[src/rtl/mdu_iter.sv]
// mdu_iter: iterative RV32M multiply/divide unit for the miniRV core.
//
// Radix-2 shift-add multiplier and restoring divider, one bit per cycle over
// 32 CALC cycles, followed by a single FIX cycle that applies the sign
// correction. Divide-by-zero and signed overflow finish directly in DONE.
//
// Build option:
//   MDU_DIV_EN  defined   -> divider compiled, all eight ops supported.
//               undefined -> ops 4-7 complete immediately with result 0.
//
// Ports:
//   cpu_clk  in   core clock, rising edge
//   cpu_rst  in   asynchronous active-high reset
//   start    in   request, sampled in IDLE or DONE only
//   op       in   funct3 (0 MUL .. 7 REMU)
//   src_a    in   rs1 operand
//   src_b    in   rs2 operand
//   rd_in    in   destination register index
//   busy     out  high while iterating (CALC) or correcting (FIX)
//   done     out  high for the single DONE cycle
//   result   out  result, held until the next accepted request
//   rd_out   out  destination index of result
//   we_out   out  register-file write enable (same as done)

module mdu_iter #(
  parameter int unsigned WIDTH = 32
) (
  input  logic             cpu_clk,
  input  logic             cpu_rst,
  input  logic             start,
  input  logic [2:0]       op,
  input  logic [WIDTH-1:0] src_a,
  input  logic [WIDTH-1:0] src_b,
  input  logic [4:0]       rd_in,
  output logic             busy,
  output logic             done,
  output logic [WIDTH-1:0] result,
  output logic [4:0]       rd_out,
  output logic             we_out
);

  localparam int unsigned CntW = $clog2(WIDTH);

  localparam logic [1:0] StIdle = 2'd0;
  localparam logic [1:0] StCalc = 2'd1;
  localparam logic [1:0] StFix  = 2'd2;
  localparam logic [1:0] StDone = 2'd3;

  localparam logic [2:0] OpMul    = 3'd0;
  localparam logic [2:0] OpMulh   = 3'd1;
  localparam logic [2:0] OpMulhsu = 3'd2;
  localparam logic [2:0] OpDiv    = 3'd4;
  localparam logic [2:0] OpDivu   = 3'd5;
  localparam logic [2:0] OpRem    = 3'd6;
  localparam logic [2:0] OpRemu   = 3'd7;

  logic [1:0]         state_q, state_d;
  logic [2:0]         op_q, op_d;
  logic [4:0]         rd_q, rd_d;
  logic               neg_q, neg_d;
  logic [WIDTH-1:0]   opm_q, opm_d;     // multiplicand (mul) or divisor (div) magnitude
  logic [2*WIDTH-1:0] prod_q, prod_d;   // product; low half is multiplier / quotient
  logic [CntW-1:0]    cnt_q, cnt_d;
  logic [WIDTH-1:0]   result_q, result_d;
  logic [4:0]         rd_out_q, rd_out_d;

  logic               accept;
  logic               a_signed, b_signed, a_neg, b_neg, res_neg;
  logic [WIDTH-1:0]   a_mag, b_mag;
  logic               fast;
  logic [WIDTH-1:0]   fast_result;
  logic [WIDTH:0]     mul_sum;
  logic [2*WIDTH-1:0] mul_step;
  logic [2*WIDTH-1:0] prod_neg, prod_fix;
  logic [WIDTH-1:0]   fix_result;

`ifdef MDU_DIV_EN
  logic [WIDTH:0]     rem_q, rem_d;     // partial remainder
  logic [WIDTH:0]     rem_shift;
  logic [WIDTH+1:0]   rem_diff;
  logic               div_zero, div_ovf;
  logic [WIDTH-1:0]   quo_fix, rem_fix;
`endif

  assign accept = start & ((state_q == StIdle) | (state_q == StDone));

  // Operand signedness per funct3.
  always_comb begin
    a_signed = 1'b0;
    b_signed = 1'b0;
    case (op)
      OpMulh, OpDiv, OpRem: begin
        a_signed = 1'b1;
        b_signed = 1'b1;
      end
      OpMulhsu: a_signed = 1'b1;
      default: ;
    endcase
  end

  assign a_neg   = a_signed & src_a[WIDTH-1];
  assign b_neg   = b_signed & src_b[WIDTH-1];
  assign a_mag   = a_neg ? (~src_a + 1'b1) : src_a;
  assign b_mag   = b_neg ? (~src_b + 1'b1) : src_b;
  // Remainder follows the dividend; everything else follows the sign product.
  assign res_neg = (op == OpRem) ? a_neg : (a_neg ^ b_neg);

`ifdef MDU_DIV_EN
  assign div_zero = (src_b == '0);
  assign div_ovf  = ((op == OpDiv) | (op == OpRem)) &
                    (src_a == {1'b1, {(WIDTH-1){1'b0}}}) & (src_b == '1);
  assign fast     = op[2] & (div_zero | div_ovf);

  // op[1] separates REM/REMU from DIV/DIVU.
  always_comb begin
    if (div_zero) begin
      fast_result = op[1] ? src_a : '1;
    end else begin
      fast_result = op[1] ? '0 : {1'b1, {(WIDTH-1){1'b0}}};
    end
  end
`else
  assign fast        = op[2];
  assign fast_result = '0;
`endif

  // One shift-add step: add multiplicand into the upper half when the current
  // multiplier bit is set, then shift the whole register right by one.
  assign mul_sum  = {1'b0, prod_q[2*WIDTH-1:WIDTH]} + {1'b0, opm_q};
  assign mul_step = prod_q[0] ? {mul_sum, prod_q[WIDTH-1:1]}
                              : {1'b0, prod_q[2*WIDTH-1:1]};

`ifdef MDU_DIV_EN
  // One restoring step: shift the next dividend bit in, trial-subtract.
  assign rem_shift = {rem_q[WIDTH-1:0], prod_q[WIDTH-1]};
  assign rem_diff  = {rem_q, prod_q[WIDTH-1]} - {2'b00, opm_q};
`endif

  // Sign correction applied in FIX.
  assign prod_neg = ~prod_q + 1'b1;
  assign prod_fix = neg_q ? prod_neg : prod_q;

`ifdef MDU_DIV_EN
  assign quo_fix = neg_q ? (~prod_q[WIDTH-1:0] + 1'b1) : prod_q[WIDTH-1:0];
  assign rem_fix = neg_q ? (~rem_q[WIDTH-1:0] + 1'b1) : rem_q[WIDTH-1:0];

  always_comb begin
    case (op_q)
      OpMul:          fix_result = prod_fix[WIDTH-1:0];
      OpDiv, OpDivu:  fix_result = quo_fix;
      OpRem, OpRemu:  fix_result = rem_fix;
      default:        fix_result = prod_fix[2*WIDTH-1:WIDTH];
    endcase
  end
`else
  always_comb begin
    case (op_q)
      OpMul:   fix_result = prod_fix[WIDTH-1:0];
      default: fix_result = prod_fix[2*WIDTH-1:WIDTH];
    endcase
  end
`endif

  always_comb begin
    state_d  = state_q;
    op_d     = op_q;
    rd_d     = rd_q;
    neg_d    = neg_q;
    opm_d    = opm_q;
    prod_d   = prod_q;
    cnt_d    = cnt_q;
    result_d = result_q;
    rd_out_d = rd_out_q;
`ifdef MDU_DIV_EN
    rem_d    = rem_q;
`endif
    case (state_q)
      StIdle, StDone: begin
        state_d = StIdle;
        if (accept) begin
          op_d  = op;
          rd_d  = rd_in;
          neg_d = res_neg;
          cnt_d = '0;
          if (fast) begin
            state_d  = StDone;
            result_d = fast_result;
            rd_out_d = rd_in;
          end else begin
            state_d = StCalc;
`ifdef MDU_DIV_EN
            opm_d  = op[2] ? b_mag : a_mag;
            prod_d = {{WIDTH{1'b0}}, (op[2] ? a_mag : b_mag)};
            rem_d  = '0;
`else
            opm_d  = a_mag;
            prod_d = {{WIDTH{1'b0}}, b_mag};
`endif
          end
        end
      end
      StCalc: begin
        cnt_d = cnt_q + 1'b1;
`ifdef MDU_DIV_EN
        if (op_q[2]) begin
          prod_d = {prod_q[2*WIDTH-1:WIDTH], prod_q[WIDTH-2:0], ~rem_diff[WIDTH+1]};
          rem_d  = rem_diff[WIDTH+1] ? rem_shift : rem_diff[WIDTH:0];
        end else begin
          prod_d = mul_step;
        end
`else
        prod_d = mul_step;
`endif
        if (cnt_q == CntW'(WIDTH - 1)) begin
          state_d = StFix;
        end
      end
      StFix: begin
        state_d  = StDone;
        result_d = fix_result;
        rd_out_d = rd_q;
      end
      default: state_d = StIdle;
    endcase
  end

  always_ff @(posedge cpu_clk or posedge cpu_rst) begin
    if (cpu_rst) begin
      state_q  <= StIdle;
      op_q     <= '0;
      rd_q     <= '0;
      neg_q    <= 1'b0;
      opm_q    <= '0;
      prod_q   <= '0;
      cnt_q    <= '0;
      result_q <= '0;
      rd_out_q <= '0;
`ifdef MDU_DIV_EN
      rem_q    <= '0;
`endif
    end else begin
      state_q  <= state_d;
      op_q     <= op_d;
      rd_q     <= rd_d;
      neg_q    <= neg_d;
      opm_q    <= opm_d;
      prod_q   <= prod_d;
      cnt_q    <= cnt_d;
      result_q <= result_d;
      rd_out_q <= rd_out_d;
`ifdef MDU_DIV_EN
      rem_q    <= rem_d;
`endif
    end
  end

  assign busy   = (state_q == StCalc) | (state_q == StFix);
  assign done   = (state_q == StDone);
  assign we_out = done;
  assign result = result_q;
  assign rd_out = rd_out_q;

endmodule

[config.mk]
export PLATFORM = sky130hd
export DESIGN_NAME = mdu_iter
export DESIGN_NICKNAME = d
export VERILOG_FILES = /design/src/rtl/mdu_iter.sv
export SDC_FILE = /design/constraint.sdc
export NUM_CORES = 1
export LEC_CHECK = 0
export CAP_MARGIN = 20
export CORE_ASPECT_RATIO = 1.4
export CORE_MARGIN = 8
export CORE_UTILIZATION = 35
export DETAILED_ROUTE_END_ITERATION = 10
export PLACE_DENSITY = 0.59
export SKIP_CTS_REPAIR_TIMING = 1
export SYNTH_ARGS = -nofsm -noshare
export SYNTH_HDL_FRONTEND = slang
export SYNTH_SLANG_ARGS = --single-unit
[constraint.sdc]
create_clock -name cpu_clk -period 6.9 [get_ports cpu_clk]
set_input_delay 1.38 -clock cpu_clk [delete_from_list [all_inputs] [get_ports cpu_clk]]
set_output_delay 1.38 -clock cpu_clk [all_outputs]
set_load 0.01 [all_outputs]
Word level (Yosys, flattened, before mapping) --
Index checks and enable logic that the tools add are counted.
Word-level totals: bits in registers 149, bits of input ports 75, output and inout port bits 40, logic and storage cells 71
Operators by class: $add $sub $neg 5, equal/unequal tests 12, muxes and demuxes 23, bitwise gates (word level) 10, reduce and logical (&&, ||, !) cells 12
Operator list (number):
- two-way mux 64 bit | 4
- two-way mux 32 bit | 5
- one-hot mux 64 bit (2 select lines) | 1
- adder 32 x 1 -> 32 bit (second input constant) | 2
- adder 64 x 1 -> 64 bit (second input constant) | 1
- inverter 32 bit | 2
- inverter 64 bit | 1
- one-hot mux 32 bit (2 select lines) | 1
- adder 32 x 32 -> 33 bit | 1
- one-hot mux 5 bit (2 select lines) | 2
- two-way mux 5 bit | 3
- AND reduction 3 bit | 3
- != test 2 bit (second input constant) | 4
- == test 3 bit (second input constant) | 2
- two-way mux 2 bit | 3
- one-hot mux 2 bit (3 select lines) | 1
- adder 5 x 1 -> 5 bit (second input constant) | 1
- == test 5 bit (second input constant) | 1
- == test 2 bit (second input constant) | 2
- AND reduction 2 bit | 2
- nonzero test 2 bit | 2
- OR reduction 4 bit | 1
- AND 1 bit | 3
- == test 3 x 1 -> 1 bit (second input constant) | 1
- 10 further kinds | 13

Logic depth before layout (Yosys ltp) --
Gate-level depths: netlist (run 1).
depth in word-level cells 8, depth in mapped cells 12, mapped depth without buffers 12

Worst setup path after synthesis (run 1) --
Ideal clock, no wire load.
kind input port to flip-flop, from input src_b[9], to register prod_q[30], library setup time 0.065 ns, arrival 3.661 ns, data required time 6.835 ns, path slack 3.174 ns, stages on the path 9, buffers on the path 0, cell sequence or4_1 -> or3_1 -> or3_1 -> nand2b_1 -> o21ai_0 -> o21ai_0 -> xnor2_1 -> o21ai_0 -> o21a_1
On the way: cells in the longest elaborated chain, start to end 6
RTL lines:
- from (decl) | line 33 | input logic [WIDTH-1:0] src_b,
- inverter 32 bit | line 104 | assign b_mag = b_neg ? (~src_b + 1'b1) : src_b;
- adder 32 x 1 -> 32 bit | line 104
- two-way mux 32 bit | line 104
- two-way mux 64 bit | line 185 | if (fast) begin
- two-way mux 64 bit | line 180 | if (accept) begin
- one-hot mux 64 bit (2 select lines) | line 177 | case (state_q)
- to (signal assigned) | line 247 | prod_q <= prod_d;
- to (decl) | line 62 | logic [2*WIDTH-1:0] prod_q, prod_d;
Every way passes these cells. The select of a mux whose other input is x is not followed. A chain may end at the register's enable or synchronous reset.

Worst setup path after layout (run 1) --
from input src_b[7], to register prod_q[30]
The elaborated chain is that of the path after synthesis.

==> reports/qor.yml, run 1 <==
outcome:
  status: "finished, final reports clean"
yosys:
  syn_nets: 1401
  ys_seq_area_share_pct: 35.1
  synth_edf_count: 0
  avgSynthCellArea_um2: 8.26
  synth.area.top_cells: "dfrtp_1 35%, o21ai_0 7.6%, nand2_1 6.4%"
  ys.warnings.count: 0
  synthCells: 1285
  synth_flop_cell: "dfrtp_1"
  yosys.area.top_type: "dfrtp_1"
  ys_async_sr_fraction_pct: 100
  ys_ff_latch: 149
  yosys.cell_types.count: 65
  synth_area_mm2: 0.0106
  synth.top_cell.area_share_pct: 35.1
die:
  io_pins: 115
  initial_core_util_pct: 35.5
  dieHeight_um: 222
  num_rows: 75
  die-area_mm2: 0.0362
  coreArea_mm2: 0.0299
  die_x_um: 163
global_route:
  track_usage_pct: 17.2
  grt_antenna_before_repair: 0
  grt_pass1_wl_um: 50500
  grt_max_degree: 75
  grt_overflow_total: 0
  grt_pass1_vias: 9563
critical_path:
  critPathBufInv: 1
  worst_path_most_repeated_cell: "o21ai_0"
  r2r_cells: 11
  crit_chain: "clkdlybuf4s50_1, or4_1, or3_1, or3_1, nand2b_1, o21ai_0, o21ai_0, xnor2_1, o21ai_0, o21a_1"
  cp_slowest_cell: "or4_1"
  critical_path.top_delay_family: "simple AND/OR/NAND/NOR gates"
  max_stage_delay_ns: 0.58
  cp-end-kind: "flip-flop"
  cp-start-kind: "input pin"
  crit_type: "input pin to flip-flop"
  r2r-end: "result[16]"
  critPathMaxFanout: 4
  required_ns: 7.23
  rrSetupSlack_ns: 3.06
  worstPathArrival_ns: 4.39
  reg2reg_from: "prod_q[0]"
finish:
  fin_nets: 1481
  fin_cells: 1763
  drive_gt1_share_pct: 5.44
  syn2layout_area_growth_pct: 19.6
  fillerInstances: 3024
  diodes: 0
route:
  routedWlPerCell_um: 17.7
  dr_total_vias: 9539
  drtIter0Drc: 602
  vias_per_cell: 5.41
  dr.pass1.iters: 5
  ant_nets: 0
  drc_errors: 0
  wl_um: 31200
hold_path:
  hold_start: "rd_out[0]"
  min_to: "rd_out[0]"
  whs_path_depth: 2
  hold_path_class: "flip-flop to flip-flop"
sta:
  rsz0062_at_grt: "no"
  finClkSkew_ns: 0.00893
  tightestPinTransition_ns: 0.947
  final.period_utilization_pct: 58.7
  hold_viol: 0
  slew_headroom_pct: 36.7
  fin_setup_tns_ns: 0
  setup_ws_ns: 2.85
  period_needed_ns: 4.05
  setup_viol: 0
  fmax_mhz: 247
  final_max_slew_viol_count: 0
power_and_ir_drop:
  p_comb_share_pct: 52.3
  p_sw_share_pct: 45.3
  pwr-share-clk_pct: 17.3
  powerDensity_mw_per_mm2: 435
  seqPwrFrac_pct: 30.4
  p_sw_w: 0.00251
  p_leak_nw: 5.45
  ir_worst_vdd_uv: 159
  internal_power_w: 0.00302
cts:
  clock_sinks: 149
  htreeDepth: 4
  clkTransAtPathRegs_ns: 0.07
  cts_buffers: 17
  clk_latency_ns: 0.44
  cts_tree: "yes"
  cts-root-buf: "clkbuf_16"
  cts.path.max_buffers: 2
run:
  maxCapViolations: 0
place:
  hpwl_um: 23700
  numPortBuffers: 114
  post-place-ws_ns: 2.42
  dp.cells: 1731
  globalplace.congestion: 0.865
[kinds of logic after synthesis]
group | synth area share [%]
buffers and inverters | 3.69
muxes | 3.87
AOI/OAI and AO/OA | 22.5
adders and majority gates | 4.90
xor gates and xnor gates | 11.3
and+or+nand+nor | 18.6
DFF | 35.1
[state kept, by name, indices dropped and copies added, names as in the netlist]
signal,count
cnt_q,5
neg_q,1
op_q,3
opm_q,32
prod_q,64
rd_out,5
rd_q,5
result,32
state_q,2
[cell usage in the layout, fill, tap and decap left out, types with 18 or more instances in the layout]
cell type          n
nand2_1          182
o21ai_0          162
dfrtp_1          149
clkdlybuf4s50_1  114
nor2_1            92
a21oi_1           91
xor2_1            75
xnor2_1           62
ha_1              39
inv_1             34
nor3_1            32
mux2i_1           32
o31ai_1           26
o221ai_1          20
nand3_1           18
or3_1             18
[worst reg2reg max path, stage by stage, from the launching register on]
cell      delay [ns]
dfrtp_1         0.36
buf_4           0.25
inv_1           0.48
ha_1            0.31
nand3b_1        0.16
or3_4           0.44
or3_4           0.42
nor3_1          0.40
nand2_1         0.25
o21ai_0         0.26
xor2_1          0.23
o221ai_1        0.14
[metrics by stage]
| stage | util (%) | instance area [µm²] | power (W) | hold WS [ns] |
|---|---|---|---|---|
| 2_1_floorplan | - | 10600 | 0.00358 | 0.456 |
| 3_3_place_gp | 40.4 | 12100 | 0.00452 | 0.474 |
| 3_5_place_dp | 40.4 | 12100 | 0.00456 | 0.477 |
| 4_1_cts | 42.4 | 12700 | 0.00555 | 0.490 |
| 5_1_grt | 42.4 | 12700 | 0.00596 | 0.516 |
| 6_report | 42.4 | 12700 | 0.00553 | 0.486 |
[power groups by stage]
stage	logic (W)	registers, W	clock network, W
detailed placement	0.00288	0.00168	0
global route	0.00321	0.00173	0.00102
global placement	0.00284	0.00168	0
floorplan	0.00203	0.00156	0
finish	0.00289	0.00168	0.000959
CTS	0.00290	0.00167	0.000978
[worst max path at each step]
stage	depth (start not counted)	slack, ns	from	endpoint
floorplan	1	1.51	cpu_rst	cnt_q[0]
global placement	10	2.37	src_b[7]	prod_q[30]
detailed placement	10	2.42	src_b[7]	prod_q[30]
CTS	10	2.85	src_b[7]	prod_q[30]
global route	10	2.64	src_b[7]	prod_q[29]
finish	10	2.85	src_b[7]	prod_q[30]
[synthesized netlist by cell type (all sizes together), types with 9 or more instances]
cell    instances
nand2         182
o21ai         165
dfrtp         149
nor2           92
a21oi          91
xor2           75
xnor2          62
clkbuf         58
ha             40
inv            35
mux2i          32
nor3           32
o31ai          26
or3            22
o221ai         20
nand3          18
a21o           15
nor4           14
nand2b         11
or4            11
a31oi          10
and3           10
o21a            9
or2             9
[layout make-up]
class	count	area [µm²]	share of cell area, %
clock buffers	20	447	3.52
clock inverters	12	154	1.21
inverters	35	136	1.07
multi-input cells	1035	6510	51.3
flip-flops and latches	149	3730	29.4
well taps	385	482	3.79
repair buffers	127	1240	9.76
[metal layers]
metal  track usage, %  wire length, µm  vias up
li1                 -                -     4761
met1             21.2            14000     4520
met2             29.5            15500      212
met3             2.77             1080       46
met4             6.23              672        0
met5                0                0        -
Note: power is estimated with default switching activity, not from simulation.
==> run 2, diff against run 1 <==
- clock period: 6.9 -> 3.8 ns (I/O delays scaled with it)
==> reports/qor.yml, run 2 (same netlist as run 1, synthesis figures left out) <==
outcome:
  status: "finished, final reports clean"
critical_path:
  endpoint: "result[15]"
  r2r_cells: 8  # -3
  cp-start-kind: "flip-flop"
  required_ns: 4.09  # -3.14 ns
  crit_chain: "or3_4, or4b_4, or4_4, or4_4, nor3_1, nor2_1, xnor2_1, o221ai_1"
  rrSetupSlack_ns: 0.29  # -2.77 ns
  critPathMaxFanout: 8  # +4
  worstSetupStartpoint: "prod_q[21]"
  cp-end-kind: "flip-flop"
  crit_type: "flip-flop to flip-flop"
  worstPathArrival_ns: 3.80  # -0.59 ns
  max_stage_delay_ns: 0.63  # +0.05 ns
  worst_path_most_repeated_cell: "or4_4"
  cp_slowest_cell: "or4_4"
  r2r-end: "result[15]"
  reg2reg_from: "prod_q[21]"
sta:
  slew_headroom_pct: 48.1  # +11 points
  fin_setup_tns_ns: 0  # unchanged
  setup_viol: 0  # unchanged
  final_max_slew_viol_count: 0  # unchanged
  finClkSkew_ns: 0.00953  # +0.000601 ns
  tightestPinTransition_ns: 0.777  # -0.170 ns
  final.period_utilization_pct: 92.4
  period_needed_ns: 3.51
  hold_viol: 0  # unchanged
  fmax_mhz: 285
  holdWs_ns: 0.476  # -0.0100 ns
  rsz0062_at_grt: "no"
global_route:
  grt_max_degree: 67  # -11%
  grt_overflow_total: 0  # unchanged
  track_usage_pct: 17.6  # +0.41 points
  grt_pass1_vias: 9818  # +2.7%
  grt_antenna_before_repair: 0  # unchanged
  grt_pass1_wl_um: 51900  # +2.8%
cts:
  clk_latency_ns: 0.43  # about the same
  clkTransAtPathRegs_ns: 0.06  # about the same
  cts-root-buf: "clkbuf_16"
  cts.path.max_buffers: 2  # unchanged
  cts_tree: "yes"
  cts_buffers: 17  # unchanged
  htreeDepth: 4  # unchanged
  clock_sinks: 149  # unchanged
power_and_ir_drop:
  powerDensity_mw_per_mm2: 780  # +79%
  power_w: 0.0100  # +82%
  ir_worst_vdd_uv: 296  # +87%
  p_leak_nw: 5.55  # +1.8%
die:
  die-area_mm2: 0.0362  # unchanged
  io_pins: 115  # unchanged
  initial_core_util_pct: 35.5  # unchanged
  die_x_um: 163  # unchanged
  dieHeight_um: 222  # unchanged
  coreArea_mm2: 0.0299  # unchanged
  num_rows: 75  # unchanged
route:
  drtIter0Drc: 595  # -1.2%
  wl_met2_um: 15200  # -1.8%
  drc_errors: 0  # unchanged
  routedWlPerCell_um: 17.7  # about the same
  dr_total_vias: 9702  # +1.7%
  wl_um: 31600  # +1.1%
  wl_met3_um: 1210  # +12%
  ant_nets: 0  # unchanged
  vias_per_cell: 5.44  # +0.57%
  wl_met1_um: 14000  # -0.14%
  top_layer: "met4"
  dr.pass1.iters: 5  # unchanged
place:
  dp.cells: 1754  # +1.3%
  hpwl_um: 24100  # +1.5%
  placed_cell_area_mm2: 0.0123  # +1.7%
  numPortBuffers: 114  # unchanged
  globalplace.congestion: 0.898  # +3.8%
finish:
  multi_input_area_mm2: 0.00651  # unchanged
  fillerInstances: 3012  # -0.40%
  top_register: "prod_q"
  largest_reg_flops: 64  # unchanged
  layout_commonest_cell: "nand2_1"
  layout_common_cells: "182 x nand2_1, 162 x o21ai_0, 149 x dfrtp_1"
  fin_cells: 1783  # +1.1%
  seq_area_mm2: 0.00373  # unchanged
  fin_nets: 1504  # +1.6%
  drive_gt1_share_pct: 6.80  # +1.4 points
  syn2layout_area_growth_pct: 21.1
  postLayoutCellArea_mm2: 0.0129  # +1.3%
  diodes: 0  # unchanged
run:
  maxCapViolations: 0  # unchanged
hold_path:
  hold_path_class: "flip-flop to flip-flop"
==> run 2: layer usage <==
layer  vias up  GRT usage (%)
li1       4801              -
met1      4592           21.9
met2       245           29.2
met3        64           2.71
met4         0           8.22
met5         -              0
==> run 2: report_power, final <==
group / switching [W] / internal (W)
clock: 0.000665 / 0.000970
combinational: 0.00313 / 0.00224
sequential: 0.000759 / 0.00226
total: 0.00456 / 0.00548
==> run 2: how the worst min path moves through the flow <==
stage | start | endpoint | slack (ns) | cells past startpoint
after CTS | rd_out[1] | rd_out[1] | 0.48 | 2
after global routing | rd_out[1] | rd_out[1] | 0.51 | 2
after global placement | rd_out[1] | rd_out[1] | 0.47 | 2
after detailed placement | rd_out[1] | rd_out[1] | 0.47 | 2
final | rd_out[1] | rd_out[1] | 0.48 | 2
after floorplan | opm_q[0] | opm_q[0] | 0.46 | 2
==> run 2: area by class of cell <==
class,count,share of cell area [%]
Multi-Input combinational cell,1035,50.6
Tap cell,385,3.75
Inverter,35,1.05
Sequential cell,149,29.0
Clock buffer,20,3.47
Clock inverter,9,0.827
Timing Repair Buffer,150,11.3
==> run 2: worst max-delay path, delay by kind of cell (launching register included) <==
kind / cells / cell delay [ns]
AND/OR/NAND/NOR: 6 / 2.46
XOR/XNOR: 1 / 0.30
AO/OA/AOI/OAI: 1 / 0.17
flip-flops: 1 / 0.44
==> run 2: per-stage QoR <==
step	util (%)	setup WS, ns
after floorplan	-	0.421
after global placement	41.1	0.0651
after detailed placement	41.1	0.0671
after CTS	42.9	0.310
after global routing	42.9	0.159
final	42.9	0.288
